===== config.mk =====
export PLATFORM = sky130hd
export DESIGN_NAME = pwm_nonoverlap
export DESIGN_NICKNAME = d
export VERILOG_FILES = /design/src/rtl/pwm_nonoverlap.sv
export SDC_FILE = /design/constraint.sdc
export NUM_CORES = 1
export LEC_CHECK = 0
export CAP_MARGIN = 20
export CORE_MARGIN = 4
export CORE_UTILIZATION = 25
export DETAILED_ROUTE_END_ITERATION = 10
export GPL_TIMING_DRIVEN = 0
export PLACE_DENSITY_LB_ADDON = 0.08
export SETUP_SLACK_MARGIN = 0.05
export SYNTH_ARGS = -nofsm -noshare
export SYNTH_HDL_FRONTEND = slang
export SYNTH_SLANG_ARGS = --single-unit
export TNS_END_PERCENT = 10

===== constraint.sdc =====
create_clock -name clk -period 3.8 [get_ports clk]
set_clock_uncertainty 0.1 [all_clocks]
set_input_delay 0.38 -clock clk [delete_from_list [all_inputs] [get_ports clk]]
set_output_delay 0.38 -clock clk [all_outputs]
set_load 0.01 [all_outputs]

===== src/rtl/pwm_nonoverlap.sv =====
// pwm_nonoverlap: dead-time non-overlapping gate drive from a PWM pair; define NONOVERLAP_FAULT_EN for the sticky complementarity fault
module pwm_nonoverlap #(
  parameter int DEAD_W = 6
) (
  input  logic              clk,
  input  logic              rst,
  input  logic              en,
  input  logic              PWM_sig,
  input  logic              PWM_sig_n,
  input  logic [DEAD_W-1:0] dead,
  output logic              highOut,
  output logic              lowOut,
  output logic              fault
);
`ifdef NONOVERLAP_FAULT_EN
  typedef enum logic [2:0] {IDLE, DEAD, HIGH, LOW, FLT} state_t;
`else
  typedef enum logic [1:0] {IDLE, DEAD, HIGH, LOW} state_t;
`endif
  state_t            r_state, w_next;
  logic              r_pwm_q, r_tgt, w_tgt, w_change, w_high, w_low;
  logic [DEAD_W-1:0] r_cnt, w_cnt, w_d;
  assign w_change = PWM_sig != r_pwm_q;
  assign w_d      = (dead == '0) ? DEAD_W'(1) : dead;
`ifdef NONOVERLAP_FAULT_EN
  logic r_mis, r_fault, w_mis;
  assign w_mis = PWM_sig == PWM_sig_n;
  assign fault = r_fault;
  // remember last edge's pair equality and latch the fault alongside the state
  always_ff @(posedge clk)
    if (rst) begin
      r_mis   <= 1'b0;
      r_fault <= 1'b0;
    end else begin
      r_mis   <= w_mis;
      r_fault <= w_next == FLT;
    end
`else
  logic w_unused;
  assign w_unused = PWM_sig_n;
  assign fault    = 1'b0;
`endif
  // state, interval counter, target side and outputs all update together
  always_ff @(posedge clk)
    if (rst) begin
      r_state <= IDLE;
      r_pwm_q <= 1'b0;
      r_tgt   <= 1'b0;
      r_cnt   <= '0;
      highOut <= 1'b0;
      lowOut  <= 1'b0;
    end else begin
      r_state <= w_next;
      r_pwm_q <= PWM_sig;
      r_tgt   <= w_tgt;
      r_cnt   <= w_cnt;
      highOut <= w_high;
      lowOut  <= w_low;
    end
  // any PWM change opens a fresh both-off interval; the counter expires on reaching 1 so it never wraps
  always_comb begin
    w_next = r_state;
    w_tgt  = r_tgt;
    w_cnt  = '0;
    case (r_state)
      IDLE: if (en) begin
        w_next = DEAD;
        w_tgt  = PWM_sig;
        w_cnt  = w_d;
      end
      DEAD: if (w_change) begin
        w_tgt = PWM_sig;
        w_cnt = w_d;
      end else if (r_cnt == DEAD_W'(1)) w_next = r_tgt ? HIGH : LOW;
      else w_cnt = r_cnt - DEAD_W'(1);
      HIGH: if (w_change) begin
        w_next = DEAD;
        w_tgt  = 1'b0;
        w_cnt  = w_d;
      end
      LOW: if (w_change) begin
        w_next = DEAD;
        w_tgt  = 1'b1;
        w_cnt  = w_d;
      end
      default: w_next = r_state;
    endcase
`ifdef NONOVERLAP_FAULT_EN
    if (r_state != FLT && w_mis && r_mis) begin
      w_next = FLT;
      w_cnt  = '0;
    end
`endif
    if (!en) begin
      w_next = IDLE;
      w_cnt  = '0;
    end
  end
  // gate enables decode the next state so they register with it and can never overlap
  always_comb begin
    w_high = w_next == HIGH;
    w_low  = w_next == LOW;
  end
endmodule


# Word level (Yosys, flattened, before mapping)
# Index checks and enable logic that the tools add are counted.
[totals]
regBits = 12
in_bits = 11
elab_cells = 40
[op_classes]
addsub = 1
eq_ne = 11
n_mux = 16
bitwise_logic = 1
n_reduce_logical = 5
[op_table]
columns = ["operator", "count"]
rows = [
  ["6-bit two-way mux", 4],
  ["6-bit one-hot mux with 3 select lines", 1],
  ["2-bit == test, second input constant", 4],
  ["2-bit two-way mux", 4],
  ["2-bit != test, second input constant", 4],
  ["6-bit by 1-bit == test with 1-bit output, second input constant", 1],
  ["6-bit zero test", 1],
  ["2-bit one-hot mux with 3 select lines", 1],
  ["6-bit by 1-bit subtractor with 6-bit output, second input constant", 1],
  ["1-bit two-way mux", 5],
  ["1-bit one-hot mux with 4 select lines", 1],
  ["4-bit AND reduction", 1],
  ["2-bit OR reduction", 2],
  ["2-bit by 1-bit == test with 1-bit output, second input constant", 1],
  ["2-bit zero test", 1],
  ["1-bit != test", 1],
  ["1-bit NOT", 1],
]

# Depth between registers and ports, before layout
# Gate-level depths: netlist of the first run.
[depth]
word_depth = 6
ltp_mapped = 6

# Worst setup path after synthesis of the first run
# Ideal clock, no wire load.
[synth_timing]
kind = "reg-to-reg"
start = "register r_cnt[2]"
end = "register r_cnt[2]"
arrival_time_ns = 1.237
required_ns = 3.570
slack_ns = 2.333
path_stages_with_launch = 5
path_buffers = 0
synth_period_minus_slack_ns = 1.467
cell_sequence = "dfxtp_1 -> or3_4 -> o311ai_4 -> a2bb2oi_1 -> nor2_1"
[synth_between]
elab_chain_cells = 4
[synth_lines]
columns = ["item", "line_no", "source"]
rows = [
  ["from (decl)", "22", "logic [DEAD_W-1:0] r_cnt, w_cnt, w_d;"],
  ["from (signal assigned)", "56", "r_cnt <= w_cnt;"],
  ["6-bit by 1-bit subtractor with 6-bit output / 6-bit by 1-bit == test with 1-bit output (equally long branches)", "75, 74", ""],
  ["6-bit two-way mux (*)", "74", "end else if (r_cnt == DEAD_W'(1)) w_next = r_tgt ? HIGH : LOW;"],
  ["6-bit two-way mux (*)", "71", "DEAD: if (w_change) begin"],
  ["6-bit one-hot mux with 3 select lines (*)", "65", "case (r_state)"],
]
# Every way passes the cells marked *; elsewhere a longest branch is shown, timed or not.
# A chain may end at the register's enable or synchronous reset.

# Final worst setup path of the first run
[layout_timing]
start = "input PWM_sig"
end = "register r_cnt[0]"
[layout_between]
elab_chain_cells = 3
[layout_lines]
columns = ["item", "line_no", "source"]
rows = [
  ["from (decl)", "8", "input logic PWM_sig,"],
  ["1-bit != test (*)", "23", "assign w_change = PWM_sig != r_pwm_q;"],
  ["6-bit two-way mux (on tied branches)", "76, 81, 71", ""],
  ["6-bit one-hot mux with 3 select lines (*)", "65", ""],
]
# Marks and branches as above.

==> qor.txt, run 1 <==
status: finished, final reports clean
WP data required: 3.83 ns
number of global-route vias before repair: 496
Internal: 0.0002222 W
synth warn: 0
Routed WL: 1345 um
Die Span Y: 60.04 um
Crit Path Class: primary input to register
TritonCTS clock tree: done
RSZ-0062 raised after global routing: no
sequential share of power: 46.0%
cells after synthesis: 68
max_cap viols: 0
Hold Violations, Final: 0
area of the mapped netlist: 676.9 sq um
starting density of the core: 26.84%
largest net degree at the start of global routing: 11
Netlist cell types: 34
gr usage total: 9.035%
Nets: 97
Antenna Nets Post-Route: 0
FF+latch count, synth: 12
antenna violations before repair: 0
VDD IR max: 0.1339 mV
global-route wire length before repair: 2373 um
clock transition at the registers of the reported paths: 0.08 ns
share of cells above drive strength 1: 19.28%
Worst Tran Pin Value: 0.5019 ns
# fillers: 271
Clock Path Buffers: 2
TNS Setup: 0 ns
ANT cells: 0
Synth-to-Final Area Change: 27.17%
syn_nets: 81
critical path startpoint category: primary input
crit path DAT: 1.69 ns
ys async rst share: 0%
via count: 503
CP Max Fanout: 8
Worst slew margin: 66.54%
count of buffers from port buffering: 11
die footprint: 0.003604 sq mm
Reg area: 240.2 sq um
cell taking the most area after synthesis: dfxtp_1
H-tree levels: 1
# setup viols final: 0
share of the synthesized area in the top cell type: 35.49%
DP HPWL: 1078 um
Seq/Total Area, Yosys: 35.49%
crit end category: register
Root Buffer: clkbuf_4
number of flops mapped to enable cells by yosys: 0
Hold/Removal Path Class: register to register
min Tclk post-route: 1.655 ns
CORE AREA: 0.002522 sq mm
CTS sink cnt: 12
total CTS buffers: 3
DR iter-0 viols: 10
GP Congestion: 0.7230
Final period util: 43.56%
Clock Power Share: 33.7%
DRT Pass-1 Iters: 2
post-cts sizing count: 0
count leader, synth: dfxtp_1
LEAKAGE: 0.3040 nW
Top FF cell, synth: dfxtp_1
Slew Limit Fails: 0
P_sw: 0.00007778 W
drt drc: 0
Setup Buffers After CTS: 0
GR Overflow Total: 0
Area contributors post-synth: dfxtp_1, xnor2_1, nor3_4
# rows: 18
WL/cell: 11.90 um
# hold bufs at CTS: 0
final total power: 0.0003000 W
GR Layer Usage met2: 12.96%
Post-synth top cells: dfxtp_1, nor2_1, a21oi_1, inv_1, xnor2_1
worst skew pair latency: 0.27 ns
die span in x: 60.04 um
GR Util met1: 12.50%
Gate power share: 20.3%
io pins: 14
vias per cell: 4.451
Hold WS: 0.4565 ns
met3 Use GR: 2.592%
Multi-input gate area: 410.4 sq um
switching share of power: 25.93%
GR peak layer: met2
Power Density: 348.5 mW/mm^2
Max Freq: 604.1 MHz
mean cell area of the mapped netlist: 9.954 sq um
per-stage QoR:
| step | worst slack (ns) | utilization, % | instance area, sq um | cells |
|---|---|---|---|---|
| 4_1_cts | 2.122 | 34.13 | 860.8 | 113 |
| 3_5_place_dp | 1.837 | 32.69 | 824.5 | 109 |
| 5_1_grt | 1.963 | 34.13 | 860.8 | 113 |
| 3_3_place_gp | 1.807 | 32.69 | 824.5 | 109 |
| 2_1_floorplan | 2.333 | - | 676.9 | 68 |
| 6_report | 2.145 | 34.13 | 860.8 | 113 |
cell families after synthesis:
family	count (synthesis)	share of synthesized area [%]
compound gates	15	19.78
xor+xnor	6	8.873
fa+ha+maj	2	3.696
other cells	1	0.5540
flops	12	35.49
buf+inv	6	3.881
simple gates	26	27.73
routing by layer:
| layer | vias up | wire [um] |
|---|---|---|
| met5 | - | 0 |
| met4 | 0 | 20 |
| met3 | 2 | 69 |
| met2 | 10 | 554 |
| met1 | 223 | 700 |
| li1 | 268 | - |
sequential cells by signal, summed over array words and instances, names as in the netlist:
name     cells
r_cnt        6
r_state      2
highOut      1
lowOut       1
r_pwm_q      1
r_tgt        1
critical path: stages:
cell             delay [ns]
clkdlybuf4s50_1        0.51
xnor2_2                0.33
o21ai_2                0.20
o21ai_0                0.17
a21oi_1                0.10
power by group through the flow:
| stage | Combinational [W] | Clock (W) | Sequential (W) |
|---|---|---|---|
| global placement | 0.0000621 | 0 | 0.000141 |
| floorplan | 0.0000426 | 0 | 0.000140 |
| finish | 0.0000609 | 0.000101 | 0.000138 |
| global route | 0.0000675 | 0.000111 | 0.000139 |
| CTS | 0.0000615 | 0.000106 | 0.000138 |
| detailed placement | 0.0000609 | 0 | 0.000141 |
cells in the final DEF (no fill, tap or decap), drive strengths merged, types with 2 or more instances in the layout:
cell type      synthesis  routed
or3                    2       2
o21ai                  2       2
inv                    4       4
ha                     2       2
clkbuf                 1       5
xnor2                  5       5
a21oi                  5       5
nor2                   7       7
nor2b                  3       3
clkdlybuf4s50          0      11
a2bb2oi                3       3
nor3b                  2       2
dfxtp                 12      12
nor3                   4       4
nand2b                 2       2
path summary, 6_finish.rpt:
check / start / end / slack [ns] / depth (start not counted)
hold reg to reg: r_tgt / r_tgt / 0.46 / 2
setup / recovery: PWM_sig / r_cnt[0] / 2.14 / 5
hold / removal: r_tgt / r_tgt / 0.46 / 2
setup reg to reg: r_cnt[2] / r_cnt[4] / 2.20 / 4
final cells by class:
cell class,count,area share [%]
repair buffers,11,12.79
multi-input cells,50,47.67
flip-flops and latches,12,27.91
well taps,30,4.360
inverters,4,1.744
plain buffers,2,1.308
clock buffers,4,4.215
Note: power is estimated with default switching activity, not from simulation.
==> inputs of run 2 (changes only) <==
==> constraint.sdc (replaced) <==
create_clock -name clk -period 1.7 [get_ports clk]
set_clock_uncertainty 0.1 [all_clocks]
set_input_delay 0.17 -clock clk [delete_from_list [all_inputs] [get_ports clk]]
set_output_delay 0.17 -clock clk [all_outputs]
set_load 0.01 [all_outputs]
==> qor.txt, run 2 (synthesized netlist as in run 1, its figures left out) <==
status: finished, final reports clean
number of global-route vias before repair: 496 (unchanged)
WP data required: 1.74 ns (-2.09 ns)
die footprint: 0.003604 sq mm (unchanged)
Hold/Removal Path Class: primary input to register
RSZ-0062 raised after global routing: yes
# setup viols final: 0 (unchanged)
WL/cell: 11.92 um (+0.16%)
Worst Tran Pin Value: 0.5134 ns (+0.01148 ns)
largest net degree at the start of global routing: 11 (unchanged)
critical path startpoint category: register
GR Overflow Total: 0 (unchanged)
io pins: 14 (unchanged)
Clock Power Share: 33.1% (-0.6 points)
Hold Violations, Final: 0 (unchanged)
most common cell after layout, fill and taps aside: clkdlybuf4s50_1
ANT cells: 0 (unchanged)
worst skew pair latency: 0.27 ns (about the same)
Synth-to-Final Area Change: 33.64%
DRT Pass-1 Iters: 3 (+1)
Routed WL: 1371 um (+1.9%)
Root Buffer: clkbuf_4
fin util: 35.86% (+1.7 points)
Clock Path Buffers: 2 (unchanged)
DP HPWL: 1078 um (unchanged)
Final period util: 94.99%
Largest register FFs: 6 (unchanged)
CP Max Fanout: 5 (-3)
# hold bufs at CTS: 0 (unchanged)
crit path DAT: 1.65 ns (-0.04 ns)
# rows: 18 (unchanged)
H-tree levels: 1 (unchanged)
count of buffers from port buffering: 11 (unchanged)
Placed Cells: 109 (unchanged)
total CTS buffers: 3 (unchanged)
Worst slew margin: 65.78% (-0.77 points)
biggest regs: r_cnt x6, r_state x2
Top reg by flops: r_cnt
switching share of power: 26.46% (+0.53 points)
max_cap viols: 0 (unchanged)
Gate power share: 22.2% (+1.9 points)
starting density of the core: 26.84% (unchanged)
Crit Path Class: register to register
LEAKAGE: 0.3164 nW (+4.1%)
share of cells above drive strength 1: 27.06% (+7.8 points)
vias per cell: 4.626 (+3.9%)
die span in x: 60.04 um (unchanged)
final std cells w/o fill: 115 (+1.8%)
Die Span Y: 60.04 um (unchanged)
global-route wire length before repair: 2373 um (unchanged)
min Tclk post-route: 1.615 ns
crit end category: register
via count: 532 (+5.8%)
drt drc: 0 (unchanged)
antenna violations before repair: 0 (unchanged)
clock transition at the registers of the reported paths: 0.08 ns (about the same)
sequential share of power: 44.7% (-1.3 points)
most frequent cells in the layout: clkdlybuf4s50_1, dfxtp_1, nor2_1
Max Freq: 619.3 MHz
CORE AREA: 0.002522 sq mm (unchanged)
Antenna Nets Post-Route: 0 (unchanged)
P_sw: 0.0001830 W (+140%)
TritonCTS clock tree: done
VDD IR max: 0.3120 mV (+130%)
Power Density: 764.7 mW/mm^2 (+120%)
Internal: 0.0005087 W (+130%)
DR iter-0 viols: 12 (+2)
Slew Limit Fails: 0 (unchanged)
GP Congestion: 0.7230 (unchanged)
CTS sink cnt: 12 (unchanged)
gr usage total: 9.035% (unchanged)
Nets: 99 (+2.1%)
-- run 2: path summary, 6_finish.rpt --
| check | slack (ns) | cells past startpoint | startpoint | endpoint |
|---|---|---|---|---|
| worst max-delay path | 0.09 | 4 | r_cnt[4] | r_cnt[5] |
| worst min register to register | 0.46 | 2 | r_tgt | r_tgt |
| worst max register to register | 0.09 | 4 | r_cnt[4] | r_cnt[5] |
| worst min-delay path | 0.41 | 3 | dead[1] | r_cnt[1] |
-- run 2: repair_timing --
action	CTS	global route
endpoints found under the setup margin	0	4
resized for setup	0	6
setup buffers	0	2
-- run 2: metal layers --
| metal | track usage (%) | up-vias | part of all wire (%) |
|---|---|---|---|
| met2 | 12.96 | 10 | 44 |
| met1 | 12.50 | 245 | 49 |
| met5 | 0 | - | 0 |
| li1 | - | 275 | - |
| met4 | 3.797 | 0 | 1.5 |
| met3 | 2.592 | 2 | 4.9 |
-- run 2: critical path: stages, from the launching register on --
cell,delay (ns)
dfxtp_2,0.33
or3_4,0.40
o311ai_4,0.42
buf_4,0.18
o31ai_1,0.06
-- run 2: final cells by class --
class | instances | area, sq um
buffer | 2 | 11.26
fill | 269 | 1618
timing repair buffer | 13 | 125.1
tap | 30 | 37.54
multi-input combinational | 50 | 436.7
inverter | 4 | 15.01
sequential | 12 | 242.7
clock buffer | 4 | 36.28
-- run 2: metrics by stage --
stage	TNS, ns	instance area [sq um]	total power (W)	hold WS, ns	setup slack, ns
4_1_cts	0	860.8	0.0006837	0.3919	0.08988
2_1_floorplan	0	676.9	0.0004078	0.1389	0.2331
6_report	0	904.6	0.0006918	0.4083	0.08525
3_5_place_dp	-0.1424	824.5	0.0004516	0.4559	-0.05344
5_1_grt	0	904.6	0.0007276	0.4332	0.02857
3_3_place_gp	-0.2993	824.5	0.0004542	0.4504	-0.08283
-- run 2: power by group through the flow --
stage          registers [W]  logic [W]  clock network (W)
5_1_grt             0.000312   0.000168           0.000248
3_5_place_dp        0.000315   0.000136                  0
3_3_place_gp        0.000315   0.000139                  0
4_1_cts             0.000309   0.000137           0.000237
6_report            0.000309   0.000153           0.000229
2_1_floorplan       0.000312  0.0000953                  0
==> inputs of run 3 (changes only) <==
--- a/config.mk
+++ b/config.mk
@@ -6,12 +6,11 @@
 export NUM_CORES = 1
 export LEC_CHECK = 0
 export CAP_MARGIN = 20
-export CORE_MARGIN = 4
 export CORE_UTILIZATION = 25
 export DETAILED_ROUTE_END_ITERATION = 10
 export GPL_TIMING_DRIVEN = 0
 export PLACE_DENSITY_LB_ADDON = 0.08
-export SETUP_SLACK_MARGIN = 0.05
+export SETUP_SLACK_MARGIN = 0.15
 export SYNTH_ARGS = -nofsm -noshare
 export SYNTH_HDL_FRONTEND = slang
 export SYNTH_SLANG_ARGS = --single-unit
==> qor.txt, run 3 (synthesized netlist as in run 1, its figures left out) <==
# rows: 18 (unchanged)
Clock Power Share: 28.4% (-4.7 points)
max_cap viols: 0 (unchanged)
DRT Pass-1 Iters: 4 (+1)
met2 wire len: 586 um (-3.8%)
sequential share of power: 49.5% (+4.8 points)
Largest register FFs: 6 (unchanged)
dpl ws: -0.04025 ns (+0.01319 ns)
Final period util: 95.55% (+0.56 points)
Root Buffer: clkbuf_4
Hold/Removal Path Class: primary input to register
Slew Limit Fails: 0 (unchanged)
Max Freq: 615.7 MHz (-0.59%)
Power Density: 735.5 mW/mm^2 (-3.8%)
Nets: 97 (-2.0%)
largest net degree at the start of global routing: 11 (unchanged)
Worst slew margin: 65.05% (-0.73 points)
count of buffers from port buffering: 11 (unchanged)
Hold WS: 0.4018 ns (-0.006527 ns)
Crit Path Class: register to register
starting density of the core: 26.84% (unchanged)
antenna violations before repair: 0 (unchanged)
CTS sink cnt: 12 (unchanged)
M1 wire length: 670 um (-0.45%)
most common cell after layout, fill and taps aside: dfxtp_1
critical path startpoint category: register
Synth-to-Final Area Change: 25.14%
total CTS buffers: 3 (unchanged)
die span in x: 54.04 um (-10%)
io pins: 14 (unchanged)
min Tclk post-route: 1.624 ns (+0.009545 ns)
number of global-route vias before repair: 500 (+0.81%)
design area: 847.1 sq um (-6.4%)
H-tree levels: 1 (unchanged)
Setup Buffers After CTS: 0 (unchanged)
Top reg by flops: r_cnt
worst skew pair latency: 0.27 ns (about the same)
Top Metal Used: met4
GR Overflow Total: 0 (unchanged)
Worst Slack Setup Final: 0.07570 ns (-0.009545 ns)
Worst Tran Pin Value: 0.5242 ns (+0.01088 ns)
met3 WL: 48 um (-28%)
# hold bufs at CTS: 0 (unchanged)
final total power: 0.0006230 W (-9.9%)
post-cts sizing count: 0 (unchanged)
Clock Path Buffers: 2 (unchanged)
switching share of power: 27.96% (+1.5 points)
global-route wire length before repair: 2201 um (-7.2%)
CORE AREA: 0.002522 sq mm (unchanged)
clock transition at the registers of the reported paths: 0.08 ns (about the same)
WL/cell: 11.83 um (-0.77%)
vias per cell: 4.723 (+2.1%)
share of cells above drive strength 1: 18.29% (-8.8 points)
crit path DAT: 1.67 ns (+0.02 ns)
ANT cells: 0 (unchanged)
via count: 529 (-0.56%)
# setup viols final: 0 (unchanged)
DP HPWL: 1013 um (-6.1%)
WP data required: 1.75 ns (about the same)
Internal: 0.0004488 W (-12%)
LEAKAGE: 0.2968 nW (-6.2%)
crit end category: register
status: finished, final reports clean
dpl cell area: 824.5 sq um (unchanged)
P_sw: 0.0001742 W (-4.8%)
drt drc: 0 (unchanged)
VDD IR max: 0.2257 mV (-28%)
biggest regs: r_cnt x6, r_state x2
RSZ-0062 raised after global routing: yes
Hold Violations, Final: 0 (unchanged)
DR iter-0 viols: 3 (-9)
gr usage total: 11.26% (+2.2 points)
CP Max Fanout: 5 (unchanged)
Antenna Nets Post-Route: 0 (unchanged)
Routed WL: 1325 um (-3.4%)
Die Span Y: 54.04 um (-10%)
TritonCTS clock tree: done
die footprint: 0.002920 sq mm (-19%)
# fillers: 275 (+2.2%)
GP Congestion: 0.7464 (+3.2%)
Gate power share: 22.0% (-0.2 points)
most frequent cells in the layout: dfxtp_1, clkdlybuf4s50_1, nor2_1
## run 3: cell types whose count changed in the layout (fill, tap and decap cells not counted), sizes merged
cell / before / now
buf: 3 / 1
clkbuf: 5 / 4
## run 3: through the flow
step                      utilization [%]  instances  setup TNS (ns)
after CTS                           33.58        112               0
after global routing                33.58        112               0
after global placement              32.69        109         -0.2949
final                               33.58        112               0
after floorplan                         -         68               0
after detailed placement            32.69        109        -0.06325
## run 3: routing by layer
metal / vias to the layer above / track usage, %
met2: 14 / 16.87
li1: 267 / -
met4: 0 / 7.692
met3: 2 / 3.390
met5: - / 0
met1: 246 / 13.68
## run 3: power groups by stage
| stage | sequential (W) | combinational (W) | clock (W) |
|---|---|---|---|
| 2_1_floorplan | 0.000312 | 0.0000953 | 0 |
| 3_3_place_gp | 0.000315 | 0.000139 | 0 |
| 3_5_place_dp | 0.000315 | 0.000136 | 0 |
| 4_1_cts | 0.000309 | 0.000138 | 0.000182 |
| 5_1_grt | 0.000311 | 0.000148 | 0.000198 |
| 6_report | 0.000309 | 0.000137 | 0.000177 |
## run 3: path summary, 6_finish.rpt
check / from / to / slack [ns] / cells after the start
setup / recovery: r_cnt[2] / r_cnt[3] / 0.08 / 4
hold / removal: dead[1] / r_cnt[1] / 0.40 / 3
setup reg to reg: r_cnt[2] / r_cnt[3] / 0.08 / 4
hold reg to reg: r_tgt / r_tgt / 0.48 / 2
## run 3: timing repair
action                                  4_1_cts  5_1_grt
endpoints found under the setup margin        4        7
cloned                                        0        0
pin swaps                                     0        0
## run 3: area by class of cell
cell class | instances | area [sq um] | area share (%)
multi-input cells | 50 | 410.4 | 48.45
flip-flops and latches | 12 | 240.2 | 28.36
repair buffers | 11 | 110.1 | 13.00
well taps | 30 | 37.54 | 4.431
clock buffers | 3 | 22.52 | 2.659
inverters | 4 | 15.01 | 1.773
plain buffers | 2 | 11.26 | 1.329
## run 3: worst max-delay path: stages (launching register included)
cell and delay (ns):
dfxtp_1 0.35, or3_4 0.45, o311ai_4 0.35, a2bb2oi_1 0.20, nor2_1 0.05
